<file path="config.mk">
export PLATFORM = sky130hd
export DESIGN_NAME = debounce_filter_array
export DESIGN_NICKNAME = d
export VERILOG_FILES = /design/src/rtl/debounce_pkg.sv /design/src/rtl/debounce_channel.sv /design/src/rtl/debounce_filter_array.sv
export SDC_FILE = /design/constraint.sdc
export NUM_CORES = 1
export LEC_CHECK = 0
export CAP_MARGIN = 20
export CORE_ASPECT_RATIO = 0.7
export CORE_MARGIN = 2
export CORE_UTILIZATION = 35
export CTS_BUF_LIST = sky130_fd_sc_hd__clkbuf_4 sky130_fd_sc_hd__clkbuf_8
export CTS_CLUSTER_DIAMETER = 100
export DETAILED_ROUTE_END_ITERATION = 7
export PLACE_DENSITY_LB_ADDON = 0.15
export SLEW_MARGIN = 20
export SYNTH_ARGS = -nofsm -noshare
export SYNTH_HDL_FRONTEND = slang
export SYNTH_SLANG_ARGS = --single-unit
</file>
<file path="constraint.sdc">
create_clock -name clk -period 3 [get_ports clk]
set_input_delay 0.45 -clock clk [delete_from_list [all_inputs] [get_ports clk]]
set_output_delay 0.45 -clock clk [all_outputs]
set_load 0.1 [all_outputs]
</file>
<file path="src/rtl/debounce_pkg.sv">
// Shared widths and edge encoding for the multi-channel debouncer.
package debounce_pkg;

  localparam int DEF_CHANNELS    = 8;
  localparam int DEF_SYNC_STAGES = 2;
  localparam int DEF_CNT_W       = 8;
  localparam int DEF_DIV_W       = 16;
  localparam int DEF_GLITCH_W    = 8;

  typedef enum logic [1:0] {
    EDGE_NONE,
    EDGE_RISE,
    EDGE_FALL
  } edge_t;

endpackage

</file>
<file path="src/rtl/debounce_channel.sv">
// One debounce lane: synchroniser, stability counter, edge pulses, glitch counter.
// Everything but the synchroniser advances only on the shared sample tick.
module debounce_channel
  import debounce_pkg::*;
#(
  parameter int SYNC_STAGES = DEF_SYNC_STAGES,
  parameter int CNT_W       = DEF_CNT_W,
  parameter int GLITCH_W    = DEF_GLITCH_W,
  parameter bit RESET_LEVEL = 1'b0
) (
  input  logic                clk,
  input  logic                reset,
  input  logic                tick,
  input  logic [CNT_W-1:0]    thr_eff,
  input  logic                glitch_clear,
  input  logic                din,
  output logic                dout,
  output logic                rise,
  output logic                fall,
  output logic [GLITCH_W-1:0] glitch_count
);

  logic [SYNC_STAGES-1:0] sync_q, sync_d;
  logic [CNT_W-1:0]       cnt_q, cnt_d;
  logic                   dout_q, dout_d;
  logic [GLITCH_W-1:0]    glitch_q, glitch_d;
  edge_t                  edge_q, edge_d;
  logic [CNT_W:0]         cnt_inc;
  logic                   s;

  assign s       = sync_q[SYNC_STAGES-1];
  assign cnt_inc = {1'b0, cnt_q} + {{CNT_W{1'b0}}, 1'b1};

  always_comb begin
    sync_d   = sync_q;
    cnt_d    = cnt_q;
    dout_d   = dout_q;
    glitch_d = glitch_q;
    edge_d   = EDGE_NONE;

    sync_d[0] = din;
    for (int i = 1; i < SYNC_STAGES; i++) begin
      sync_d[i] = sync_q[i-1];
    end

    if (tick) begin
      if (s == dout_q) begin
        // A run that collapsed before reaching threshold counts as a glitch.
        if (cnt_q != '0 && glitch_q != '1) begin
          glitch_d = glitch_q + GLITCH_W'(1);
        end
        cnt_d = '0;
      end else if (cnt_inc >= {1'b0, thr_eff}) begin
        dout_d = s;
        cnt_d  = '0;
        edge_d = s ? EDGE_RISE : EDGE_FALL;
      end else if (cnt_q != '1) begin
        cnt_d = cnt_inc[CNT_W-1:0];
      end
    end

    if (glitch_clear) begin
      glitch_d = '0;
    end
  end

  always_ff @(posedge clk) begin
    if (reset) begin
      sync_q   <= {SYNC_STAGES{RESET_LEVEL}};
      cnt_q    <= '0;
      dout_q   <= RESET_LEVEL;
      glitch_q <= '0;
      edge_q   <= EDGE_NONE;
    end else begin
      sync_q   <= sync_d;
      cnt_q    <= cnt_d;
      dout_q   <= dout_d;
      glitch_q <= glitch_d;
      edge_q   <= edge_d;
    end
  end

  assign dout         = dout_q;
  assign rise         = (edge_q == EDGE_RISE);
  assign fall         = (edge_q == EDGE_FALL);
  assign glitch_count = glitch_q;

endmodule

</file>
<file path="src/rtl/debounce_filter_array.sv">
// Multi-channel debouncer top: shared sample prescaler, threshold clamp, lane array.
// Filtered outputs switch SYNC_STAGES + thr_eff - 1 edges after a captured change when sampling every clk.
module debounce_filter_array
  import debounce_pkg::*;
#(
  parameter int CHANNELS    = DEF_CHANNELS,
  parameter int SYNC_STAGES = DEF_SYNC_STAGES,
  parameter int CNT_W       = DEF_CNT_W,
  parameter int DIV_W       = DEF_DIV_W,
  parameter int GLITCH_W    = DEF_GLITCH_W,
  parameter bit RESET_LEVEL = 1'b0
) (
  input  logic                         clk,
  input  logic                         reset,
  input  logic [DIV_W-1:0]             sample_div,
  input  logic [CNT_W-1:0]             threshold,
  input  logic                         glitch_clear,
  input  logic [CHANNELS-1:0]          data_in,
  output logic [CHANNELS-1:0]          data_out,
  output logic [CHANNELS-1:0]          rise,
  output logic [CHANNELS-1:0]          fall,
  output logic [CHANNELS*GLITCH_W-1:0] glitch_count
);

  logic [DIV_W-1:0] div_cnt_q, div_cnt_d;
  logic             tick;
  logic [CNT_W-1:0] thr_eff;

  // >= rather than == so a sample_div lowered below the count ticks at once.
  always_comb begin
    tick      = (div_cnt_q >= sample_div);
    div_cnt_d = tick ? '0 : div_cnt_q + DIV_W'(1);
    thr_eff   = (threshold == '0) ? CNT_W'(1) : threshold;
  end

  always_ff @(posedge clk) begin
    if (reset) begin
      div_cnt_q <= '0;
    end else begin
      div_cnt_q <= div_cnt_d;
    end
  end

  for (genvar n = 0; n < CHANNELS; n++) begin : g_ch
    debounce_channel #(
      .SYNC_STAGES (SYNC_STAGES),
      .CNT_W       (CNT_W),
      .GLITCH_W    (GLITCH_W),
      .RESET_LEVEL (RESET_LEVEL)
    ) u_ch (
      .clk          (clk),
      .reset        (reset),
      .tick         (tick),
      .thr_eff      (thr_eff),
      .glitch_clear (glitch_clear),
      .din          (data_in[n]),
      .dout         (data_out[n]),
      .rise         (rise[n]),
      .fall         (fall[n]),
      .glitch_count (glitch_count[n*GLITCH_W +: GLITCH_W])
    );
  end

endmodule
</file>
==> impl_metrics.env, run 1 <==
export IMPL_reg2reg_depth=13
export IMPL_synthFlopType="dfxtp_1"
export IMPL_syn_instance_count=1295
export IMPL_drt_wl_total_um=28900
export IMPL_min_to="g_ch[6].u_ch.cnt_q[3]$_SDFFE_PP0P_"
export IMPL_initial_core_util_pct=35.3
export IMPL_drive_gt1_share_pct=17.8
export IMPL_antenna_left=0
export IMPL_num_vias=9467
export IMPL_crit_path_max_incr_delay_ns=0.58
export IMPL_yosys_area_top_type="dfxtp_1"
export IMPL_synth_area_mm2=0.0109
export IMPL_dieArea_mm2=0.0326
export IMPL_diodes=0
export IMPL_fin_crit_ns=2.78
export IMPL_regToRegSetupSlack_ns=0.23
export IMPL_r2r_end="g_ch[4].u_ch.cnt_q[7]$_SDFFE_PP0P_"
export IMPL_preCtsSetupSlack_ns=-0.318
export IMPL_vias_per_cell=5.04
export IMPL_synth_most_common_cell="dfxtp_1"
export IMPL_synthTopCellsByArea="dfxtp_1 (34%), ha_1 (10%), xor2_1 (4.8%)"
export IMPL_cpMostUsedCell="a21oi_1"
export IMPL_cts_tree="yes"
export IMPL_grt_usage_pct=18.1
export IMPL_port_buffers=122
export IMPL_clock_latency_ns=0.50
export IMPL_dp_hpwl_um=21200
export IMPL_synthArstFlopShare_pct=0
export IMPL_critical_path_max_fanout=4
export IMPL_p_leak_nw=5.35
export IMPL_finalClockSkew_ns=0.0191
export IMPL_max_freq_mhz=360
export IMPL_clock_sinks=184
export IMPL_area_delta_synth_final_pct=21.5
export IMPL_die_h_um=152
export IMPL_cts_htree_levels=4
export IMPL_wl_per_cell_um=15.4
export IMPL_syn_avg_cell_area_um2=8.42
export IMPL_finalInstanceArea_mm2=0.0132
export IMPL_dr_pass1_iters=5
export IMPL_crit_arrival_ns=3.17
export IMPL_worstPathRequired_ns=3.39
export IMPL_worstSetupEndpointType="flip-flop"
export IMPL_max_slew_margin_pct=54.9
export IMPL_cts_buffers_inserted=17
export IMPL_rows=54
export IMPL_grt_max_degree=79
export IMPL_setup_viol=0
export IMPL_cp_cell_sequence="clkdlybuf4s50_1 > nor2_1 > a41o_1 > buf_4 > ha_1 > nand2b_1 > a21oi_1 > maj3_1 > o21ai_1 > a21oi_1 > o311a_1 > a31o_2"
export IMPL_first_iter_violations=569
export IMPL_worst_pin_slew_ns=0.675
export IMPL_slew_viol_final=0
export IMPL_hold_path_class="input port to flip-flop"
export IMPL_period_share_pct=92.6
export IMPL_ys_seq_area_share_pct=33.8
export IMPL_path_clk_slew_ns=0.11
export IMPL_drc=0
export IMPL_cts_buffer_depth=2
export IMPL_fin_nets=1572
export IMPL_die_w_um=215
export IMPL_multiInputGateArea_mm2=0.00663
export IMPL_yosysWarnings=0
export IMPL_ios=123
export IMPL_grt_pass1_wl_um=47100
export IMPL_ys_ff_latch=184
export IMPL_hold_viol=0
export IMPL_final_core_util_pct=42.9
export IMPL_power_density_mw_per_mm2=331
export IMPL_irDropWorstVdd_mv=0.261
export IMPL_grt_pass1_vias=8869
export IMPL_status="finished, final reports clean"
export IMPL_synth_edf_count=0
export IMPL_syn_nets=1420
export IMPL_cts_root_buf="clkbuf_8"
export IMPL_fill_cells=3134
export IMPL_synth_top_area_share_pct=33.8
export IMPL_regArea_mm2=0.00369
export IMPL_crit_type="input port to flip-flop"
export IMPL_cp_slowest_cell="clkdlybuf4s50_1"
export IMPL_postPlaceCellArea_mm2=0.0128
export IMPL_grt_overflow_total=0
export IMPL_synth_commonest_cells="dfxtp_1 (184), nor2_1 (135), nand2_1 (102), ha_1 (90), nand3_1 (88)"
export IMPL_cap_violations=0
export IMPL_ctsHoldBuffers=0
export IMPL_place_gp_congestion=0.807
export IMPL_start_kind="input port"
export IMPL_reg2reg_from="g_ch[4].u_ch.cnt_q[0]$_SDFFE_PP0P_"
export IMPL_setup_tns_ns=0
export IMPL_grt_antenna_before_repair=0
export IMPL_synthDistinctLibCells=65
export IMPL_worstHoldPathCells=2
export IMPL_min_from="reset"
export IMPL_total_power_mw=4.39
export IMPL_core_mm2=0.0309
export IMPL_setup_ws_ns=0.221
==> cell type report <==
type | instances | area share, %
inverter | 44 | 1.25
clock inverter | 14 | 1.02
multi-input combinational | 981 | 50.0
tap | 420 | 3.97
clock buffer | 17 | 1.77
sequential | 184 | 27.9
timing repair buffer | 219 | 14.1
==> what timing repair did <==
item / 4_1_cts / 5_1_grt
endpoints found under the hold margin: 0 / 0
gates resized for setup: 0 / 13
setup endpoints to repair: 0 / 35
setup buffers: 0 / 1
==> cells in the final DEF (no fill, tap or decap), drive strengths merged, types with 21 or more instances in the layout <==
master	synthesis	routed
buf	47	186
dfxtp	184	184
nor2	137	137
nand2	103	103
ha	90	90
nand3	90	90
xor2	60	60
a21oi	60	60
xnor2	58	58
inv	44	51
nor2b	40	40
nand4	35	35
clkdlybuf4s50	0	33
and3	31	31
o21ai	30	30
nor3	27	27
o211ai	21	21
nor3b	21	21
a211oi	21	21
==> flip-flops by register name, indices dropped and copies added (netlist names) <==
name / count
div_cnt_q: 16
g_ch.u_ch.cnt_q: 64
g_ch.u_ch.dout: 8
g_ch.u_ch.edge_q: 16
g_ch.u_ch.glitch_count: 64
g_ch.u_ch.sync_q: 16
==> report_power, final <==
group          switching (mW)  internal [mW]
Sequential             0.0106           2.45
Clock                    1.03          0.604
Combinational           0.159          0.128
==> kinds of logic after synthesis <==
group | share of synthesized area [%]
fa+ha+maj | 10.6
compound gates | 13.6
xor+xnor | 9.48
simple gates | 25.5
mux | 1.25
flops | 33.8
buf+inv | 5.75
==> worst max-delay path, delay by kind of cell <==
| family | cells | cell delay, ns |
|---|---|---|
| and+or+nand+nor | 2 | 0.16 |
| adders and majority gates | 2 | 0.59 |
| AOI/OAI and AO/OA | 6 | 1.22 |
| buffers and inverters | 2 | 0.74 |
==> worst max path at each step <==
stage / start / endpoint / slack [ns] / cells past startpoint
detailed placement: threshold[2] / g_ch[6].u_ch.cnt_q[2]$_SDFFE_PP0P_ / -0.32 / 13
finish: threshold[6] / g_ch[7].u_ch.dout$_SDFFE_PP0P_ / 0.22 / 12
CTS: g_ch[7].u_ch.cnt_q[0]$_SDFFE_PP0P_ / g_ch[7].u_ch.cnt_q[6]$_SDFFE_PP0P_ / 0.19 / 12
global route: g_ch[0].u_ch.cnt_q[0]$_SDFFE_PP0P_ / g_ch[0].u_ch.cnt_q[4]$_SDFFE_PP0P_ / -0.02 / 13
global placement: threshold[2] / g_ch[6].u_ch.cnt_q[2]$_SDFFE_PP0P_ / -0.22 / 13
floorplan: threshold[2] / g_ch[7].u_ch.cnt_q[4]$_SDFFE_PP0P_ / 0.03 / 11
==> metal layers <==
metal | wire length, um | global-route usage [%]
met3 | 1450 | 4.35
met5 | 0 | 0
met2 | 11200 | 25.5
met1 | 16000 | 27.3
met4 | 240 | 3.99
==> per-stage QoR <==
stage	hold WS [ns]	std cells
floorplan	0.414	1295
global placement	0.420	1847
detailed placement	0.426	1847
CTS	0.205	1878
global route	0.216	1879
finish	0.250	1879
(Power assumes the default switching activity.)
==> run 2: changes to the inputs <==
--- a/config.mk
+++ b/config.mk
@@ -7,7 +7,6 @@
 export LEC_CHECK = 0
 export CAP_MARGIN = 20
 export CORE_ASPECT_RATIO = 0.7
-export CORE_MARGIN = 2
 export CORE_UTILIZATION = 35
 export CTS_BUF_LIST = sky130_fd_sc_hd__clkbuf_4 sky130_fd_sc_hd__clkbuf_8
 export CTS_CLUSTER_DIAMETER = 100
==> impl_metrics.env, run 2 (same netlist as run 1, synthesis figures left out) <==
export IMPL_grt_antenna_before_repair=1
export IMPL_cts_buffers_inserted=17
export IMPL_grt_usage_pct=18.4
export IMPL_drt_wl_total_um=28700
export IMPL_post_cts_buffers=0
export IMPL_worstPathRequired_ns=3.43
export IMPL_postPlaceCellArea_mm2=0.0129
export IMPL_crit_arrival_ns=3.30
export IMPL_max_freq_mhz=348
export IMPL_grt_overflow_total=0
export IMPL_max_slew_margin_pct=54.6
export IMPL_wl_per_cell_um=15.2
export IMPL_setup_ws_ns=0.130
export IMPL_num_vias=9515
export IMPL_reg2reg_depth=11
export IMPL_drc=0
export IMPL_worstSetupEndpointType="flip-flop"
export IMPL_setup_viol=0
export IMPL_ios=123
export IMPL_start_kind="input port"
export IMPL_vias_per_cell=5.05
export IMPL_port_buffers=122
export IMPL_fin_nets=1583
export IMPL_worstHoldPathCells=2
export IMPL_cts_htree_levels=4
export IMPL_diodes=0
export IMPL_area_delta_synth_final_pct=22.4
export IMPL_path_clk_slew_ns=0.11
export IMPL_period_share_pct=95.7
export IMPL_p_leak_nw=5.41
export IMPL_hold_path_class="input port to flip-flop"
export IMPL_status="finished, final reports clean"
export IMPL_regArea_mm2=0.00369
export IMPL_initial_core_util_pct=36.0
export IMPL_cp_cell_sequence="clkdlybuf4s50_1 > nor3_2 > buf_4 > a41o_1 > buf_6 > buf_4 > ha_1 > nand2b_1 > a21oi_2 > maj3_1 > a21oi_1 > o32ai_2 > buf_4 > nand4b_1 > a31oi_1"
export IMPL_crit_type="input port to flip-flop"
export IMPL_crit_path_max_incr_delay_ns=0.44
export IMPL_fill_cells=3007
export IMPL_die_w_um=213
export IMPL_hold_viol=0
export IMPL_cap_violations=0
export IMPL_cts_root_buf="clkbuf_8"
export IMPL_rows=53
export IMPL_dieArea_mm2=0.0319
export IMPL_cts_tree="yes"
export IMPL_finalInstanceArea_mm2=0.0133
export IMPL_grt_max_degree=65
export IMPL_cpMostUsedCell="buf_4"
export IMPL_drive_gt1_share_pct=19.0
export IMPL_worst_pin_slew_ns=0.680
export IMPL_rsz0062_at_grt="false"
export IMPL_core_mm2=0.0303
export IMPL_grt_pass1_wl_um=46000
export IMPL_die_h_um=150
export IMPL_final_core_util_pct=44.0
export IMPL_first_iter_violations=643
export IMPL_fin_crit_ns=2.87
export IMPL_clock_latency_ns=0.50
export IMPL_power_density_mw_per_mm2=335
export IMPL_multiInputGateArea_mm2=0.00667
export IMPL_final_common_cell="buf_4"
export IMPL_dr_pass1_iters=5
export IMPL_place_gp_congestion=0.867
export IMPL_cp_slowest_cell="clkdlybuf4s50_1"
export IMPL_most_common_layout_cells="buf_4 (187), dfxtp_1 (177), nor2_1 (135), nand2_1 (102), ha_1 (88)"
export IMPL_irDropWorstVdd_mv=0.252
export IMPL_finalClockSkew_ns=0.0213
export IMPL_dp_hpwl_um=20800
export IMPL_setup_tns_ns=0
export IMPL_critical_path_max_fanout=6
export IMPL_slew_viol_final=0
export IMPL_ctsHoldBuffers=0
export IMPL_grt_pass1_vias=8622
export IMPL_cts_buffer_depth=2
export IMPL_clock_sinks=184
export IMPL_antenna_left=0
export IMPL_preCtsSetupSlack_ns=-0.460
-- run 2: critical path, delay by kind of cell --
kind | cells | cell delay [ns]
AO/OA/AOI/OAI | 5 | 0.96
buffers and inverters | 5 | 1.02
adder cells (fa/ha/maj) | 2 | 0.38
AND/OR/NAND/NOR | 3 | 0.48
-- run 2: report_power, final --
group | internal [mW] | leakage, nW | switching [mW]
clock network | 0.701 | 0.187 | 1.01
registers | 2.45 | 1.49 | 0.0103
logic | 0.129 | 3.73 | 0.161
total | 3.28 | 5.41 | 1.18
-- run 2: metrics by stage --
| step | total power, mW | instances | hold slack [ns] |
|---|---|---|---|
| global placement | 2.80 | 1850 | 0.427 |
| detailed placement | 2.81 | 1850 | 0.423 |
| CTS | 4.53 | 1882 | 0.332 |
| floorplan | 2.66 | 1295 | 0.414 |
| global route | 4.66 | 1883 | 0.346 |
| finish | 4.47 | 1883 | 0.370 |
-- run 2: worst paths after layout --
check | startpoint | slack, ns | endpoint
setup / recovery | threshold[1] | 0.13 | g_ch[6].u_ch.cnt_q[2]$_SDFFE_PP0P_
hold / removal | reset | 0.37 | g_ch[7].u_ch.sync_q[1]$_SDFF_PP0_
setup reg to reg | g_ch[3].u_ch.cnt_q[4]$_SDFFE_PP0P_ | 0.15 | g_ch[3].u_ch.cnt_q[2]$_SDFFE_PP0P_
hold reg to reg | g_ch[7].u_ch.sync_q[0]$_SDFF_PP0_ | 0.45 | g_ch[7].u_ch.sync_q[1]$_SDFF_PP0_
-- run 2: layout make-up --
class | instances | area share, %
clock buffers | 19 | 1.87
clock inverters | 13 | 1.04
inverters | 44 | 1.24
multi-input cells | 981 | 50.0
flip-flops and latches | 184 | 27.7
well taps | 412 | 3.86
repair buffers | 230 | 14.3
-- run 2: metal layers --
layer,GRT usage (%),share of wire [%],vias up
met4,3.60,1.0,2
met3,5.50,6.3,19
met2,24.3,39,216
li1,-,-,4902
met1,28.4,54,4376
met5,0,0.042,-
-- run 2: timing repair --
action / 4_1_cts / 5_1_grt
endpoints found under the hold margin: 0 / 0
gates resized for setup: 0 / 24
setup endpoints to repair: 0 / 50
==> run 3: changes to the inputs <==
--- a/config.mk
+++ b/config.mk
@@ -9,10 +9,12 @@
 export CORE_ASPECT_RATIO = 0.7
 export CORE_UTILIZATION = 35
 export CTS_BUF_LIST = sky130_fd_sc_hd__clkbuf_4 sky130_fd_sc_hd__clkbuf_8
-export CTS_CLUSTER_DIAMETER = 100
+export CTS_CLUSTER_DIAMETER = 30
 export DETAILED_ROUTE_END_ITERATION = 7
+export MAX_ROUTING_LAYER = met4
 export PLACE_DENSITY_LB_ADDON = 0.15
 export SLEW_MARGIN = 20
 export SYNTH_ARGS = -nofsm -noshare
 export SYNTH_HDL_FRONTEND = slang
+export SYNTH_HIERARCHICAL = 1
 export SYNTH_SLANG_ARGS = --single-unit
==> impl_metrics.env, run 3 <==
export IMPL_final_common_cell="buf_4"
export IMPL_setup_ws_ns=0.136
export IMPL_ys_seq_area_share_pct=31.7
export IMPL_dp_hpwl_um=20500
export IMPL_synth_most_common_cell="dfxtp_1"
export IMPL_cts_htree_levels=4
export IMPL_worst_pin_slew_ns=0.851
export IMPL_regArea_mm2=0.00369
export IMPL_dr_max_layer_used="met4"
export IMPL_most_common_layout_cells="buf_4 (181), dfxtp_1 (177), ha_1 (102), nor2_1 (101), inv_1 (98)"
export IMPL_grt_antenna_before_repair=0
export IMPL_ys_ff_latch=184
export IMPL_route_met2_wl_um=12200
export IMPL_wl_met1_um=14700
export IMPL_synthFlopType="dfxtp_1"
export IMPL_cts_buffer_depth=2
export IMPL_fin_nets=1627
export IMPL_place_inst=1890
export IMPL_yosys_area_top_type="dfxtp_1"
export IMPL_p_leak_nw=6.04
export IMPL_critical_path_max_fanout=5
export IMPL_multiInputGateArea_mm2=0.00741
export IMPL_grt_pass1_wl_um=46000
export IMPL_cts_root_buf="clkbuf_8"
export IMPL_drive_gt1_share_pct=19.8
export IMPL_violations="design-rule violations"
export IMPL_synthDistinctLibCells=51
export IMPL_grt_pass1_vias=9056
export IMPL_first_iter_violations=509
export IMPL_place_gp_congestion=0.823
export IMPL_ios=123
export IMPL_start_kind="flip-flop"
export IMPL_max_slew_margin_pct=43.3
export IMPL_synth_top_area_share_pct=31.7
export IMPL_die_h_um=154
export IMPL_routed_wl_met3_um=811
export IMPL_clock_latency_ns=0.50
export IMPL_synthTopCellsByArea="dfxtp_1 (32%), ha_1 (11%), xnor2_1 (4.6%)"
export IMPL_area_delta_synth_final_pct=22.4
export IMPL_setup_viol=0
export IMPL_preCtsSetupSlack_ns=-0.478
export IMPL_cts_tree="yes"
export IMPL_syn_instance_count=1305
export IMPL_status="finished, violations left"
export IMPL_syn_avg_cell_area_um2=8.90
export IMPL_grt_overflow_total=0
export IMPL_grt_max_degree=79
export IMPL_crit_arrival_ns=3.25
export IMPL_cap_violations=0
export IMPL_diodes=0
export IMPL_synth_edf_count=0
export IMPL_core_mm2=0.0325
export IMPL_path_clk_slew_ns=0.10
export IMPL_dr_pass1_iters=7
export IMPL_finalInstanceArea_mm2=0.0142
export IMPL_crit_type="flip-flop to flip-flop"
export IMPL_drt_wl_total_um=28000
export IMPL_drc=12
export IMPL_initial_core_util_pct=35.8
export IMPL_clock_sinks=184
export IMPL_fin_crit_ns=2.86
export IMPL_fill_cells=3211
export IMPL_fin_cells=1927
export IMPL_cts_buffers_inserted=17
export IMPL_wl_per_cell_um=14.5
export IMPL_ctsHoldBuffers=0
export IMPL_worstSetupEndpointType="flip-flop"
export IMPL_num_vias=9796
export IMPL_worstPathRequired_ns=3.38
export IMPL_synthArstFlopShare_pct=0
export IMPL_irDropWorstVdd_mv=0.172
export IMPL_yosysWarnings=6
export IMPL_finalClockSkew_ns=0.0207
export IMPL_max_freq_mhz=349
export IMPL_period_share_pct=95.5
export IMPL_slew_viol_final=0
export IMPL_grt_usage_pct=17.2
export IMPL_synth_commonest_cells="dfxtp_1 (184), ha_1 (105), nor2_1 (101), inv_1 (98), nand2_1 (78)"
export IMPL_hold_viol=0
export IMPL_die_w_um=220
export IMPL_synth_area_mm2=0.0116
export IMPL_antenna_left=0
export IMPL_vias_per_cell=5.08
export IMPL_rows=55
export IMPL_power_density_mw_per_mm2=323
export IMPL_dieArea_mm2=0.0339
export IMPL_hold_path_class="flip-flop to flip-flop"
export IMPL_syn_nets=1445
export IMPL_port_buffers=122
export IMPL_postPlaceCellArea_mm2=0.0137
[run 3: where the power goes]
part           total [mW]  internal, mW  switching [mW]
sequential           2.46          2.45          0.0106
combinational       0.301         0.130           0.172
clock                1.82         0.848           0.976
[run 3: kinds of logic (layout without fill, tap and decap cells)]
| group | Yosys count | in the layout | share of synthesized area [%] |
|---|---|---|---|
| AO/OA/AOI/OAI | 234 | 234 | 18.5 |
| XOR/XNOR | 102 | 102 | 7.69 |
| flip-flops | 184 | 184 | 31.7 |
| multiplexers | 16 | 16 | 1.38 |
| adder cells (fa/ha/maj) | 105 | 105 | 11.3 |
| buffers and inverters | 155 | 350 | 5.26 |
| AND/OR/NAND/NOR | 509 | 509 | 24.2 |
[run 3: layer usage]
metal,vias to the layer above,track usage (%)
li1,5039,-
met1,4621,24.5
met2,115,24.8
met3,21,3.01
met4,0,4.33
met5,-,-
[run 3: final timing paths]
| kind | start | to | slack (ns) | cells after the start |
|---|---|---|---|---|
| setup / recovery | g_ch[4].u_ch/cnt_q[0]$_SDFFE_PP0P_ | g_ch[4].u_ch/edge_q[1]$_SDFF_PP0_ | 0.14 | 11 |
| hold reg to reg | g_ch[4].u_ch/sync_q[0]$_SDFF_PP0_ | g_ch[4].u_ch/sync_q[1]$_SDFF_PP0_ | 0.44 | 1 |
| hold / removal | g_ch[4].u_ch/sync_q[0]$_SDFF_PP0_ | g_ch[4].u_ch/sync_q[1]$_SDFF_PP0_ | 0.44 | 1 |
| setup reg to reg | g_ch[4].u_ch/cnt_q[0]$_SDFFE_PP0P_ | g_ch[4].u_ch/edge_q[1]$_SDFF_PP0_ | 0.14 | 11 |
[run 3: area by class of cell]
| class | count | area share [%] |
|---|---|---|
| clock buffer | 18 | 1.74 |
| clock inverter | 14 | 1.21 |
| multi-input combinational | 966 | 52.1 |
| tap | 427 | 3.76 |
| sequential | 184 | 26.0 |
| timing repair buffer | 220 | 12.7 |
| inverter | 98 | 2.59 |
[run 3: critical path, cell delays in order (launching register included)]
cell and delay [ns]:
dfxtp_1 0.43, inv_1 0.11, nor3_1 0.29, and3_1 0.24, xor2_2 0.23, ha_1 0.29, and3_1 0.20, a221o_1 0.37
a31oi_4 0.19, buf_4 0.17, a21boi_2 0.08, nor4bb_1 0.15
[run 3: stage by stage]
| step | util [%] | hold WS [ns] | TNS [ns] | power (mW) |
|---|---|---|---|---|
| 2_1_floorplan | - | 0.414 | 0 | 2.68 |
| 3_3_place_gp | 42.1 | 0.420 | -28.29 | 2.82 |
| 3_5_place_dp | 42.1 | 0.422 | -29.10 | 2.83 |
| 4_1_cts | 43.4 | 0.445 | 0 | 4.68 |
| 5_1_grt | 43.8 | 0.456 | -0.0116 | 4.81 |
| 6_report | 43.8 | 0.443 | 0 | 4.59 |
[run 3: what timing repair did]
action | CTS | global route
resized for setup | 0 | 22
endpoints found under the hold margin | 0 | 0
buffers inserted | 0 | 5
setup endpoints to repair | 0 | 53
